`src/rtl/mem_arbiter.sv`:
```
// mem_arbiter: shares one single-port memory between fetch and load/store with 1-cycle responses.
// Define MEM_ARB_STARVE_GUARD_EN to force a fetch grant after MAX_STREAK contended data grants.
module mem_arbiter #(
  parameter int MAX_STREAK = 4
) (
  input  logic        i_clk,
  input  logic        i_reset_n,
  input  logic        i_f_req,
  input  logic [31:0] i_f_addr,
  output logic        o_f_gnt,
  output logic        o_f_rsp_valid,
  output logic [31:0] o_f_rsp_data,
  output logic        o_f_rsp_err,
  input  logic        i_d_req,
  input  logic [31:0] i_d_addr,
  input  logic [31:0] i_d_wr_data,
  input  logic [1:0]  i_d_wr_mask,
  input  logic [2:0]  i_d_rd_mask,
  output logic        o_d_gnt,
  output logic        o_d_rsp_valid,
  output logic [31:0] o_d_rsp_data,
  output logic        o_d_rsp_err_misaligned,
  output logic        o_d_rsp_err_mask,
  output logic [31:0] o_mem_address,
  output logic [31:0] o_mem_wr_data,
  output logic [1:0]  o_mem_wr_mask,
  output logic [2:0]  o_mem_rd_mask,
  input  logic [31:0] i_mem_rd_data,
  input  logic        i_mem_err_address_misaligned,
  input  logic        i_mem_err_invalid_read_mask
);
  typedef enum logic [1:0] {OWN_NONE, OWN_F, OWN_D} owner_e;
  owner_e owner_q, owner_d;
  logic err_q, err_d, no_rd_q, no_rd_d;
  logic force_f, f_bad, d_bad;
`ifdef MEM_ARB_STARVE_GUARD_EN
  logic [3:0] streak_q, streak_d;
  assign force_f = i_f_req && i_d_req && (streak_q == 4'(MAX_STREAK));
  always_comb streak_d = (!i_f_req || o_f_gnt) ? 4'd0 : (o_d_gnt ? streak_q + 4'd1 : streak_q);
  always_ff @(posedge i_clk or negedge i_reset_n)
    if (!i_reset_n) streak_q <= 4'd0;
    else streak_q <= streak_d;
`else
  assign force_f = 1'b0 & (MAX_STREAK != 0);
`endif
  assign o_f_gnt = i_reset_n && i_f_req && (!i_d_req || force_f);
  assign o_d_gnt = i_reset_n && i_d_req && !force_f;
  assign f_bad = i_f_addr[1:0] != 2'd0;
  assign d_bad = ((i_d_wr_mask == 2'd3 || i_d_rd_mask == 3'd0) && i_d_addr[1:0] != 2'd0) ||
                 ((i_d_wr_mask == 2'd2 || i_d_rd_mask == 3'd1 || i_d_rd_mask == 3'd3) && i_d_addr[0]);
  always_comb begin
    o_mem_address = 32'd0;
    o_mem_wr_data = 32'd0;
    o_mem_wr_mask = 2'd0;
    o_mem_rd_mask = 3'd5;
    owner_d = OWN_NONE;
    err_d = 1'b0;
    no_rd_d = 1'b0;
    if (o_f_gnt) begin
      owner_d = OWN_F;
      err_d = f_bad;
      if (!f_bad) begin
        o_mem_address = i_f_addr;
        o_mem_rd_mask = 3'd0;
      end
    end else if (o_d_gnt) begin
      owner_d = OWN_D;
      err_d = d_bad;
      no_rd_d = i_d_rd_mask == 3'd5;
      if (!d_bad) begin
        o_mem_address = i_d_addr;
        o_mem_wr_data = i_d_wr_data;
        o_mem_wr_mask = i_d_wr_mask;
        o_mem_rd_mask = i_d_rd_mask;
      end
    end
  end
  always_ff @(posedge i_clk or negedge i_reset_n)
    if (!i_reset_n) begin
      owner_q <= OWN_NONE;
      err_q <= 1'b0;
      no_rd_q <= 1'b0;
    end else begin
      owner_q <= owner_d;
      err_q <= err_d;
      no_rd_q <= no_rd_d;
    end
  // A locally rejected access never reached memory, so its read data is meaningless.
  assign o_f_rsp_valid = owner_q == OWN_F;
  assign o_f_rsp_data = (o_f_rsp_valid && !err_q) ? i_mem_rd_data : 32'd0;
  assign o_f_rsp_err = o_f_rsp_valid && (err_q || i_mem_err_address_misaligned || i_mem_err_invalid_read_mask);
  assign o_d_rsp_valid = owner_q == OWN_D;
  assign o_d_rsp_data = (o_d_rsp_valid && !err_q && !no_rd_q) ? i_mem_rd_data : 32'd0;
  assign o_d_rsp_err_misaligned = o_d_rsp_valid && (err_q || i_mem_err_address_misaligned);
  assign o_d_rsp_err_mask = o_d_rsp_valid && i_mem_err_invalid_read_mask;
endmodule

```
`config.mk`:
```
export PLATFORM = sky130hd
export DESIGN_NAME = mem_arbiter
export DESIGN_NICKNAME = d
export VERILOG_FILES = /design/src/rtl/mem_arbiter.sv
export SDC_FILE = /design/constraint.sdc
export NUM_CORES = 1
export LEC_CHECK = 0
export CORE_AREA = 8 8 102 104
export CTS_CLUSTER_DIAMETER = 80
export DETAILED_ROUTE_END_ITERATION = 8
export DIE_AREA = 0 0 110 112
export PLACE_DENSITY = 0.68
export SYNTH_ARGS = -nofsm -noshare
export SYNTH_HDL_FRONTEND = slang
export SYNTH_SLANG_ARGS = --single-unit
```
`constraint.sdc`:
```
create_clock -name i_clk -period 4.5 [get_ports i_clk]
set_input_delay 1.35 -clock i_clk [delete_from_list [all_inputs] [get_ports i_clk]]
set_output_delay 1.35 -clock i_clk [all_outputs]
set_load 0.02 [all_outputs]
```
After elaboration in Yosys (flattened, before gate mapping)
Cells that the tools add are included.
{"block": "totals", "ff_bits": 4, "inputBits": 139, "output_inout_bits": 140, "elab_cells": 55}
{"block": "classes", "eq_ne": 7, "muxes": 22, "n_reduce_logical": 23}
{"cell": "two-way mux 32 bit", "n": 9}
{"cell": "two-way mux 3 bit", "n": 4}
{"cell": "logical AND 1 bit", "n": 11}
{"cell": "two-way mux 2 bit", "n": 5}
{"cell": "equality test 2 bit (second input constant)", "n": 3}
{"cell": "logical OR 1 bit", "n": 6}
{"cell": "two-way mux 1 bit", "n": 4}
{"cell": "nonzero test 2 bit", "n": 2}
{"cell": "equality test 3 x 1 -> 1 bit (second input constant)", "n": 1}
{"cell": "equality test 3 x 2 -> 1 bit (second input constant)", "n": 1}
{"cell": "equality test 3 bit (second input constant)", "n": 1}
{"cell": "zero test 1 bit", "n": 3}
{"cell": "zero test 3 bit", "n": 1}
{"cell": "equality test 2 x 1 -> 1 bit (second input constant)", "n": 1}

Logic depth before layout (Yosys ltp)
Gate-level depths: netlist (run 1).
{"block": "depth", "depth_word": 8, "mapped_depth": 6, "ltp_nobuf": 4}

Worst setup path before layout (run 1)
No wires, ideal clock.
{"block": "synth_path", "path_type": "input to output", "from": "input i_reset_n", "to": "output o_mem_address[10]", "t_arrival_ns": 2.446, "required_time_ns": 3.150, "setup_slack_ns": 0.704, "path_stages": 6, "n_path_buf": 2, "cell_sequence": "and2_1 > o21ai_1 > nor2_2 > buf_6 > buf_6 > a22o_1"}
{"block": "synth_via", "elab_chain_cells": 3, "elab_cells_between_ends": 5, "classes_between": "mux: 2; reduce/logical: 3"}
{"item": "start, declared", "line_no": "7", "text": "input logic i_reset_n,"}
{"item": "logical AND 1 bit, on equally long branches", "line_no": "47, 46"}
{"item": "two-way mux 32 bit or logical AND 1 bit (tied branches)", "line_no": "66, 46"}
{"item": "two-way mux 32 bit (*)", "line_no": "59", "text": "if (o_f_gnt) begin"}
{"item": "end, declared", "line_no": "24", "text": "output logic [31:0] o_mem_address,"}
Every way passes the cells marked *; elsewhere a longest branch is shown, timed or not.

Worst setup path in the final report (run 1)
{"block": "layout_path", "from": "input i_d_addr[1]", "to": "output o_mem_wr_data[25]"}
{"block": "layout_via", "elab_chain_cells": 6}
{"item": "start, declared", "line_no": "15", "text": "input logic [31:0] i_d_addr,"}
{"item": "nonzero test 2 bit", "line_no": "49", "text": "assign d_bad = ((i_d_wr_mask == 2'd3 || i_d_rd_mask == 3'd0) && i_d_addr[1:0] != 2'd0) ||"}
{"item": "logical AND 1 bit", "line_no": "49"}
{"item": "logical OR 1 bit", "line_no": "49"}
{"item": "two-way mux 32 bit", "line_no": "70", "text": "if (!d_bad) begin"}
{"item": "two-way mux 32 bit", "line_no": "66", "text": "end else if (o_d_gnt) begin"}
{"item": "two-way mux 32 bit", "line_no": "59"}
{"item": "end, declared", "line_no": "25", "text": "output logic [31:0] o_mem_wr_data,"}
Every way passes these cells.

==> results by group, run 1 <==
Logic synthesis
  – Post-synth top area cell: and2_1
  – Register area share after synthesis: roughly 7.9%
  – Top cell type's share of synthesized area: about 50%
  – Post-synthesis cell type count: 20
  – Post-synth EDFFs: 0
  – FFs w/ async S/R, synth: 100.0%
  – Most common cell in the netlist: and2_1
  – Mapped Cells: ~180
  – Synth top cells by count: and2_1, a22o_1, clkbuf_1
  – Mapped Nets: approximately 320
  – Mapped cell area: roughly 0.0013 mm2
  – Ranking of synthesized cells by area: and2_1, a22o_1, dfrtp_1
  – Syn_area_per_cell: approximately 7 um2
  – Prevailing post-synth register cell: dfrtp_1
  – Ys Warns: 0
  – Synthesized flop and latch total: 4

Detailed routing
  – Initial DRC count: just under 60
  – Drt first pass iters: 4
  – Antenna viol nets, final: 0
  – WL/cell: around 17 um
  – DRT Wirelength: 9.659 mm
  – Via count: 2,355
  – DR vias/cell: between 4 and 5
  – Drc violations: 0

Floorplanning
  – IO Pins: between 200 and 300
  – Standard-cell row count: 35
  – Core Area: slightly below 0.009 mm2
  – Starting Density: roughly 14%
  – Chip Height: about 110 um
  – Die width: ~110 um
  – Die area: 0.01232 mm2

Worst setup path
  – Setup CP Type: in -> out
  – CP Capture Type: output port
  – Crit path launch type: input pin
  – Capture point of the critical path: o_mem_wr_data[25]
  – Beginning of the critical path: i_d_addr[1]
  – Critical path arrival: 3.05 ns
  – CP Max Fanout: between 40 and 50
  – CP required: 3.15 ns

Clock network
  – Deepest clock path buffer count: 2
  – CTS tree: yes
  – Clock-pin slew on the worst setup and hold paths: ~0.03 ns
  – Clock sinks: 4
  – H-tree depth: 1
  – Post-CTS Hold Buffers: 0
  – Root Driver: clkbuf_8
  – # Post-CTS Setup Buffers: 0
  – Number of CTS-inserted buffers: 3

Timing
  – Unrepaired setup endpoints after global routing: no
  – Setup-failing EPs final: 0
  – Least-Margin Pin Slew: roughly 0.56 ns
  – Period utilization: 97.73%
  – Max-Slew Margin vs Limit: a little over three fifths
  – Slew Limit Fails: 0
  – F_max: about 230 MHz
  – Min Clock Period, post-route: around 4.4 ns
  – Final Hold Viols: 0

Pwr
  – Leak: around 1.9 nW
  – Final Power: roughly 0.43 mW
  – VDD IR max: 0.04380 mV
  – Power density over the cells: 105.9 mW/mm2

Global route
  – Largest net degree at the start of global routing: 46
  – Initial antenna violation count: 0
  – First-pass GRT wire length: between 10 and 15 mm
  – Overflow after GRT: 0
  – Total track usage: 14.26%
  – Vias in the first global route: 2,525

Hold path
  – Worst Hold Class: in -> async

Final layout
  – # fillers: approximately 880
  – N_diodes: 0
  – Seq. cell area: 100.1 um2
  – Fin util: 46.15%
  – # nets final: between 600 and 700
  – Share of cells above drive strength 1: a little under an eighth
  – Area of the multi-input gates: between 0.001 and 0.0015 mm2
  – Area delta synth->final: 221.8%

Outcome
  – Status: complete, no violations

Placed design
  – Hpwl dp: slightly below 9 mm
  – Buffers on Ports: about 280
  – Gp weighted congestion: a little over 0.8

Flow run
  – Max-capacitance violation count: 0
-- where the power goes --
part	internal (mW)	switching, mW	total (mW)	leakage, nW
Combinational	0.191	0.131	0.322	1.82
Sequential	0.0379	0.00123	0.0391	0.0533
Clock	0.0569	0.0167	0.0735	0.0216
-- worst min-delay path by stage --
stage | start | to | slack (ns) | cells after the start
5_1_grt | i_reset_n | owner_q[0] | 1.48 | 2
2_1_floorplan | i_reset_n | err_q | 1.05 | 0
6_report | i_reset_n | err_q | 1.46 | 2
3_3_place_gp | i_reset_n | no_rd_q | 1.68 | 2
4_1_cts | i_reset_n | err_q | 1.46 | 2
3_5_place_dp | i_reset_n | no_rd_q | 1.68 | 2
-- kinds of logic after synthesis --
| group | synth area share [%] |
|---|---|
| simple gates | 57.70 |
| buf+inv | 9.421 |
| compound gates | 25.02 |
| flops | 7.851 |
-- state kept, by name, summed over array words and instances (netlist names) --
signal / count
owner_q: 2
err_q: 1
no_rd_q: 1
-- cells in the final DEF, fill, tap and decap left out, types with 3 or more instances in the layout --
cell type        instances
a21oi_1                  3
a22o_1                  30
and2_1                 101
buf_4                   13
clkbuf_2                30
clkbuf_8                 3
clkdlybuf4s50_1        209
dfrtp_1                  4
dlygate4sd2_1           38
inv_1                    7
nor2_1                   6
nor3_1                   3
-- critical path: stages --
cell	delay [ns]
clkdlybuf4s50_1	0.47
a21oi_1	0.22
o21ai_1	0.13
nor2_4	0.15
buf_12	0.21
and2_1	0.15
dlygate4sd2_1	0.34
-- per-stage QoR --
| stage | area (um2) | hold slack, ns | TNS, ns | std cells | setup slack [ns] |
|---|---|---|---|---|---|
| 4_1_cts | 4213 | 1.458 | 0 | 574 | 0.003407 |
| 2_1_floorplan | 1275 | 1.054 | 0 | 183 | 0.7043 |
| 3_5_place_dp | 4257 | 1.685 | -12.15 | 571 | -0.2630 |
| 6_report | 4103 | 1.459 | 0 | 574 | 0.1020 |
| 3_3_place_gp | 4257 | 1.676 | -11.46 | 571 | -0.2554 |
| 5_1_grt | 4103 | 1.484 | 0 | 574 | 0.002735 |
-- cell type report --
type                            instances  area share (%)
Sequential cell                         4           2.440
Clock buffer                            3           1.006
Inverter                                7          0.6404
Multi-Input combinational cell        156           26.11
Timing Repair Buffer                  293           66.42
Tap cell                              111           3.385
-- timing repair --
item | in CTS | in global routing
pin swaps | 0 | 0
gates resized for setup | 68 | 61
endpoints found under the setup margin | 68 | 31
-- layer usage --
layer  vias to the layer above  share of wire [%]  global-route usage, %
met4                         0               0.75                  2.703
met1                      1011                 35                  13.58
met2                       168                 49                  26.67
met5                         -                  0                      0
li1                       1170                  -                      -
met3                         6                 15                  6.759
Power figures use the tool's default switching activity.
==> run 2, diff against run 1 <==
Settings changed: SKIP_CTS_REPAIR_TIMING set to 1.
==> run 2 against run 1 <==
Compared with the run above:
- final area grew 9.0%
- worst setup slack gained 0.034 ns
- fmax grew 0.78%
- sequential power is essentially flat
- via count grew 0.93%
- sequential share of layout area shrank 0.20 points
- critical path type unchanged
- highest routed layer unchanged
==> results by group, run 2 (synthesized netlist as in run 1, its figures left out) <==
Outcome
  – Status: complete, no violations

Placed design
  – Gp weighted congestion: 0.8180 (unchanged)
  – Hpwl dp: 8.769 mm (unchanged)
  – Buffers on Ports: 278 (unchanged)
  – DP Area: 0.004257 mm2 (unchanged)
  – Place WS: -0.2630 ns (unchanged)

Clock network
  – H-tree depth: 1 (unchanged)
  – Clock sinks: 4 (unchanged)
  – CTS tree: yes
  – Root Driver: clkbuf_8
  – Clock-pin slew on the worst setup and hold paths: 0.03 ns (about the same)
  – Deepest clock path buffer count: 2 (unchanged)
  – Number of CTS-inserted buffers: 3 (unchanged)

Worst setup path
  – CP required: 3.15 ns (about the same)
  – CP Cell Sequence: clkdlybuf4s50_1 > nand2_1 > or2_2 > nor3_4 > buf_12 > a22o_1 > dlymetal6s2s_1
  – Crit-path slowest cell: clkdlybuf4s50_1
  – Critical path arrival: 3.01 ns (-0.04 ns)
  – Setup CP Type: in -> out
  – Crit path launch type: input pin
  – CP Capture Type: output port
  – Max incr delay on CP: 0.50 ns (+0.03 ns)
  – CP Max Fanout: 26 (-42%)

Pwr
  – Switch Pwr: 0.1489 mW (+0.18%)
  – Power density over the cells: 100.5 mW/mm2 (-5.1%)
  – VDD IR max: 0.04325 mV (-1.2%)
  – Flop pwr share: 8.7% (-0.3 points)
  – Clock power frac: 16.4% (-0.5 points)
  – Sw frac: 33.14% (-1.1 points)
  – Gate power share: 74.9% (+0.8 points)
  – Leak: 2.859 nW (+51%)
  – P_int: 0.3005 mW (+5.1%)

Detailed routing
  – Antenna viol nets, final: 0 (unchanged)
  – Initial DRC count: 39 (-34%)
  – Drt first pass iters: 4 (unchanged)
  – Via count: 2,377 (+0.93%)
  – DR vias/cell: 4.141 (+0.93%)
  – Drc violations: 0 (unchanged)
  – WL/cell: 17.15 um (+1.9%)
  – DRT Wirelength: 9.844 mm (+1.9%)

Floorplanning
  – Core Area: 0.008890 mm2 (unchanged)
  – Starting Density: 14.34% (unchanged)
  – Chip Height: 112 um (unchanged)
  – IO Pins: 279 (unchanged)
  – Die width: 110 um (unchanged)
  – Die area: 0.01232 mm2 (unchanged)
  – Standard-cell row count: 35 (unchanged)

Global route
  – Overflow after GRT: 0 (unchanged)
  – Total track usage: 14.30% (+0.035 points)
  – Initial antenna violation count: 0 (unchanged)
  – First-pass GRT wire length: 14.06 mm (+0.30%)
  – Vias in the first global route: 2,534 (+0.36%)
  – Largest net degree at the start of global routing: 46 (unchanged)

Final layout
  – Fin util: 50.29% (+4.1 points)
  – Max FFs per register: 2 (unchanged)
  – # nets final: 604 (unchanged)
  – Most frequent cells in the layout: clkdlybuf4s50_1, and2_1, dlymetal6s2s_1, a22o_1, buf_4
  – Share of cells above drive strength 1: 5.184% (-6.5 points)
  – Top Registers: owner_q (2), err_q (1), no_rd_q (1)
  – Commonest non-fill, non-tap cell in the layout: clkdlybuf4s50_1
  – Post-route design area: 0.004471 mm2 (+9.0%)
  – Most flops, register: owner_q
  – Area delta synth->final: 250.6%
  – # fillers: 833 (-5.7%)
  – N_diodes: 0 (unchanged)

Timing
  – F_max: 229.2 MHz (+0.78%)
  – Worst setup margin: 0.1361 ns (+0.03411 ns)
  – Setup-failing EPs final: 0 (unchanged)
  – Worst hold margin: 1.459 ns (-0.0001100 ns)
  – Period utilization: 96.98% (-0.76 points)
  – Min Clock Period, post-route: 4.364 ns (-0.03411 ns)
  – Unrepaired setup endpoints after global routing: no
  – Setup TNS: 0 ns (unchanged)
  – Max-Slew Margin vs Limit: 62.56% (unchanged)
  – Least-Margin Pin Slew: 0.5595 ns (-0.0000004172 ns)
  – Final Hold Viols: 0 (unchanged)
  – Slew Limit Fails: 0 (unchanged)

Flow run
  – Max-capacitance violation count: 0 (unchanged)

Hold path
  – Worst Hold Class: in -> async
-- run 2: how the worst max path moves through the flow --
| stage | startpoint | slack, ns | to |
|---|---|---|---|
| 6_report | i_reset_n | 0.14 | o_mem_address[3] |
| 5_1_grt | i_reset_n | 0.005 | o_mem_address[12] |
| 4_1_cts | i_reset_n | -0.27 | o_mem_address[12] |
| 3_5_place_dp | i_reset_n | -0.26 | o_mem_address[12] |
| 3_3_place_gp | i_reset_n | -0.26 | o_mem_address[12] |
| 2_1_floorplan | i_reset_n | 0.70 | o_mem_address[10] |
-- run 2: through the flow --
step / cells / total power, mW
4_1_cts: 574 / 0.4616
5_1_grt: 574 / 0.4742
2_1_floorplan: 183 / 0.1538
3_5_place_dp: 571 / 0.3843
3_3_place_gp: 571 / 0.3819
6_report: 574 / 0.4494
-- run 2: worst max-delay path: cells and delay by family --
family / cells / cell delay (ns)
buf+inv: 3 / 0.94
simple gates: 3 / 0.55
compound gates: 1 / 0.16
-- run 2: layout make-up --
cell class / count / area, um2 / share of cell area [%]
clock buffers: 3 / 41.29 / 0.9236
flip-flops and latches: 4 / 100.1 / 2.239
repair buffers: 293 / 3093 / 69.19
multi-input cells: 156 / 1071 / 23.96
inverters: 7 / 26.28 / 0.5877
well taps: 111 / 138.9 / 3.107
-- run 2: power by group through the flow --
| stage | clock [mW] | sequential, mW | combinational [mW] |
|---|---|---|---|
| after floorplan | 0 | 0.0391 | 0.115 |
| after detailed placement | 0 | 0.0395 | 0.345 |
| after global routing | 0.0768 | 0.0393 | 0.358 |
| after global placement | 0 | 0.0394 | 0.343 |
| final | 0.0736 | 0.0391 | 0.337 |
| after CTS | 0.0760 | 0.0391 | 0.346 |
-- run 2: layer usage --
| layer | track usage [%] | vias to the layer above | routed length, um |
|---|---|---|---|
| li1 | - | 1170 | - |
| met1 | 13.68 | 1031 | 3387 |
| met2 | 26.51 | 168 | 4881 |
| met3 | 6.759 | 8 | 1475 |
| met4 | 3.063 | 0 | 99 |
| met5 | 0 | - | 0 |
==> run 3, diff against run 2 <==
Settings changed: CTS_BUF_LIST set to sky130_fd_sc_hd__clkbuf_4.
==> run 3 against run 2 <==
Compared with the run above:
- worst hold slack got worse by 0.022 ns
- highest routed layer unchanged
- non-clock buffer count did not move
- final area fell by 0.42%
- via count rose by 0.25%
- sequential power barely moved
- combinational power barely moved
- routed wire length fell by 0.37%
- global-route usage barely moved
- utilization fell by 0.21 points
- flip-flop and latch count did not move
==> results by group, run 3 (synthesized netlist as in run 1, its figures left out) <==
Placed design
  – Gp weighted congestion: 0.8180 (unchanged)
  – Hpwl dp: 8.769 mm (unchanged)
  – Buffers on Ports: 278 (unchanged)

Timing
  – Period utilization: 96.95% (about the same)
  – Worst hold margin: 1.437 ns (-0.02197 ns)
  – Max-Slew Margin vs Limit: 62.74% (+0.18 points)
  – Setup-failing EPs final: 0 (unchanged)
  – Min Clock Period, post-route: 4.363 ns (-0.001100 ns)
  – Least-Margin Pin Slew: 0.5568 ns (-0.002684 ns)
  – Final Hold Viols: 0 (unchanged)
  – Slew Limit Fails: 0 (unchanged)
  – Unrepaired setup endpoints after global routing: no
  – F_max: 229.2 MHz (about the same)

Clock network
  – Root Driver: clkbuf_4
  – CTS tree: yes
  – Clock sinks: 4 (unchanged)
  – Deepest clock path buffer count: 2 (unchanged)
  – H-tree depth: 1 (unchanged)
  – Number of CTS-inserted buffers: 3 (unchanged)
  – Clock-pin slew on the worst setup and hold paths: 0.04 ns (about the same)

Final layout
  – N_diodes: 0 (unchanged)
  – Share of cells above drive strength 1: 5.184% (unchanged)
  – Commonest non-fill, non-tap cell in the layout: clkdlybuf4s50_1
  – Area of the multi-input gates: 0.001071 mm2 (unchanged)
  – Max FFs per register: 2 (unchanged)
  – # nets final: 604 (unchanged)
  – Seq. cell area: 100.1 um2 (unchanged)
  – # fillers: 834 (+0.12%)
  – Most frequent cells in the layout: clkdlybuf4s50_1, and2_1, dlymetal6s2s_1, a22o_1, buf_4
  – Most flops, register: owner_q
  – Area delta synth->final: 249.2%
  – Top Registers: owner_q (2), err_q (1), no_rd_q (1)

Worst setup path
  – Beginning of the critical path: i_reset_n
  – CP required: 3.15 ns (about the same)
  – Setup CP Type: in -> out
  – CP Max Fanout: 26 (unchanged)
  – Critical path arrival: 3.01 ns (about the same)
  – CP Capture Type: output port
  – Crit path launch type: input pin

Floorplanning
  – Standard-cell row count: 35 (unchanged)
  – Die area: 0.01232 mm2 (unchanged)
  – Die width: 110 um (unchanged)
  – Starting Density: 14.34% (unchanged)
  – Core Area: 0.008890 mm2 (unchanged)
  – IO Pins: 279 (unchanged)
  – Chip Height: 112 um (unchanged)

Global route
  – Vias in the first global route: 2,528 (-0.24%)
  – Total track usage: 14.26% (-0.035 points)
  – Largest net degree at the start of global routing: 46 (unchanged)
  – Overflow after GRT: 0 (unchanged)
  – First-pass GRT wire length: 14.03 mm (-0.20%)
  – Initial antenna violation count: 0 (unchanged)

Pwr
  – Leak: 2.851 nW (-0.27%)
  – Power density over the cells: 94.08 mW/mm2 (-6.4%)
  – VDD IR max: 0.03848 mV (-11%)
  – Final Power: 0.4188 mW (-6.8%)

Detailed routing
  – Antenna viol nets, final: 0 (unchanged)
  – DR vias/cell: 4.152 (+0.25%)
  – WL/cell: 17.09 um (-0.37%)
  – DRT Wirelength: 9.808 mm (-0.37%)
  – Drc violations: 0 (unchanged)
  – Initial DRC count: 40 (+2.6%)
  – Via count: 2,383 (+0.25%)
  – Drt first pass iters: 4 (unchanged)

Outcome
  – Status: complete, no violations

Hold path
  – Worst Hold Class: in -> async

Flow run
  – Max-capacitance violation count: 0 (unchanged)
==> run 3: cell types whose count changed in the layout (fill, tap and decap cells not counted) <==
cell      before  now
clkbuf_4       0    3
clkbuf_8       3    0
==> run 3: layer usage <==
layer | share of wire, % | up-vias | global-route usage [%]
met1 | 34 | 1036 | 13.68
met3 | 15 | 8 | 6.759
met4 | 1.1 | 0 | 3.063
li1 | - | 1171 | -
met5 | 0 | - | 0
met2 | 50 | 168 | 26.39
==> run 3: final cells by class <==
type | instances | share of cell area (%)
Timing Repair Buffer | 293 | 69.48
Inverter | 7 | 0.5902
Clock buffer | 3 | 0.5059
Tap cell | 111 | 3.120
Sequential cell | 4 | 2.248
Multi-Input combinational cell | 156 | 24.06
==> run 3: critical path, stage by stage <==
cell and delay (ns):
clkdlybuf4s50_1 0.50, nand2_1 0.05, or2_2 0.32, nor3_4 0.18
buf_12 0.20, a22o_1 0.16, dlymetal6s2s_1 0.24
==> run 3: worst paths after layout <==
path	end	slack, ns	cells after the start
max	o_mem_address[3]	0.14	7
min	owner_q[0]	1.44	2
max in group asynchronous	no_rd_q	2.97	2
min in group i_clk	no_rd_q	1.80	3
==> run 3: metrics by stage <==
step	util (%)	cell area (um2)	std cells	TNS (ns)	setup WS (ns)
3_3_place_gp	47.88	4257	571	-11.46	-0.2554
5_1_grt	50.08	4452	574	0	0.005439
3_5_place_dp	47.88	4257	571	-12.15	-0.2630
6_report	50.08	4452	574	0	0.1372
2_1_floorplan	-	1275	183	0	0.7043
4_1_cts	48.14	4279	574	-12.52	-0.2716
==> run 3: where the power goes <==
group,internal [mW],switching [mW]
Clock,0.0298,0.0135
Combinational,0.206,0.131
Sequential,0.0378,0.00123
Total,0.273,0.146
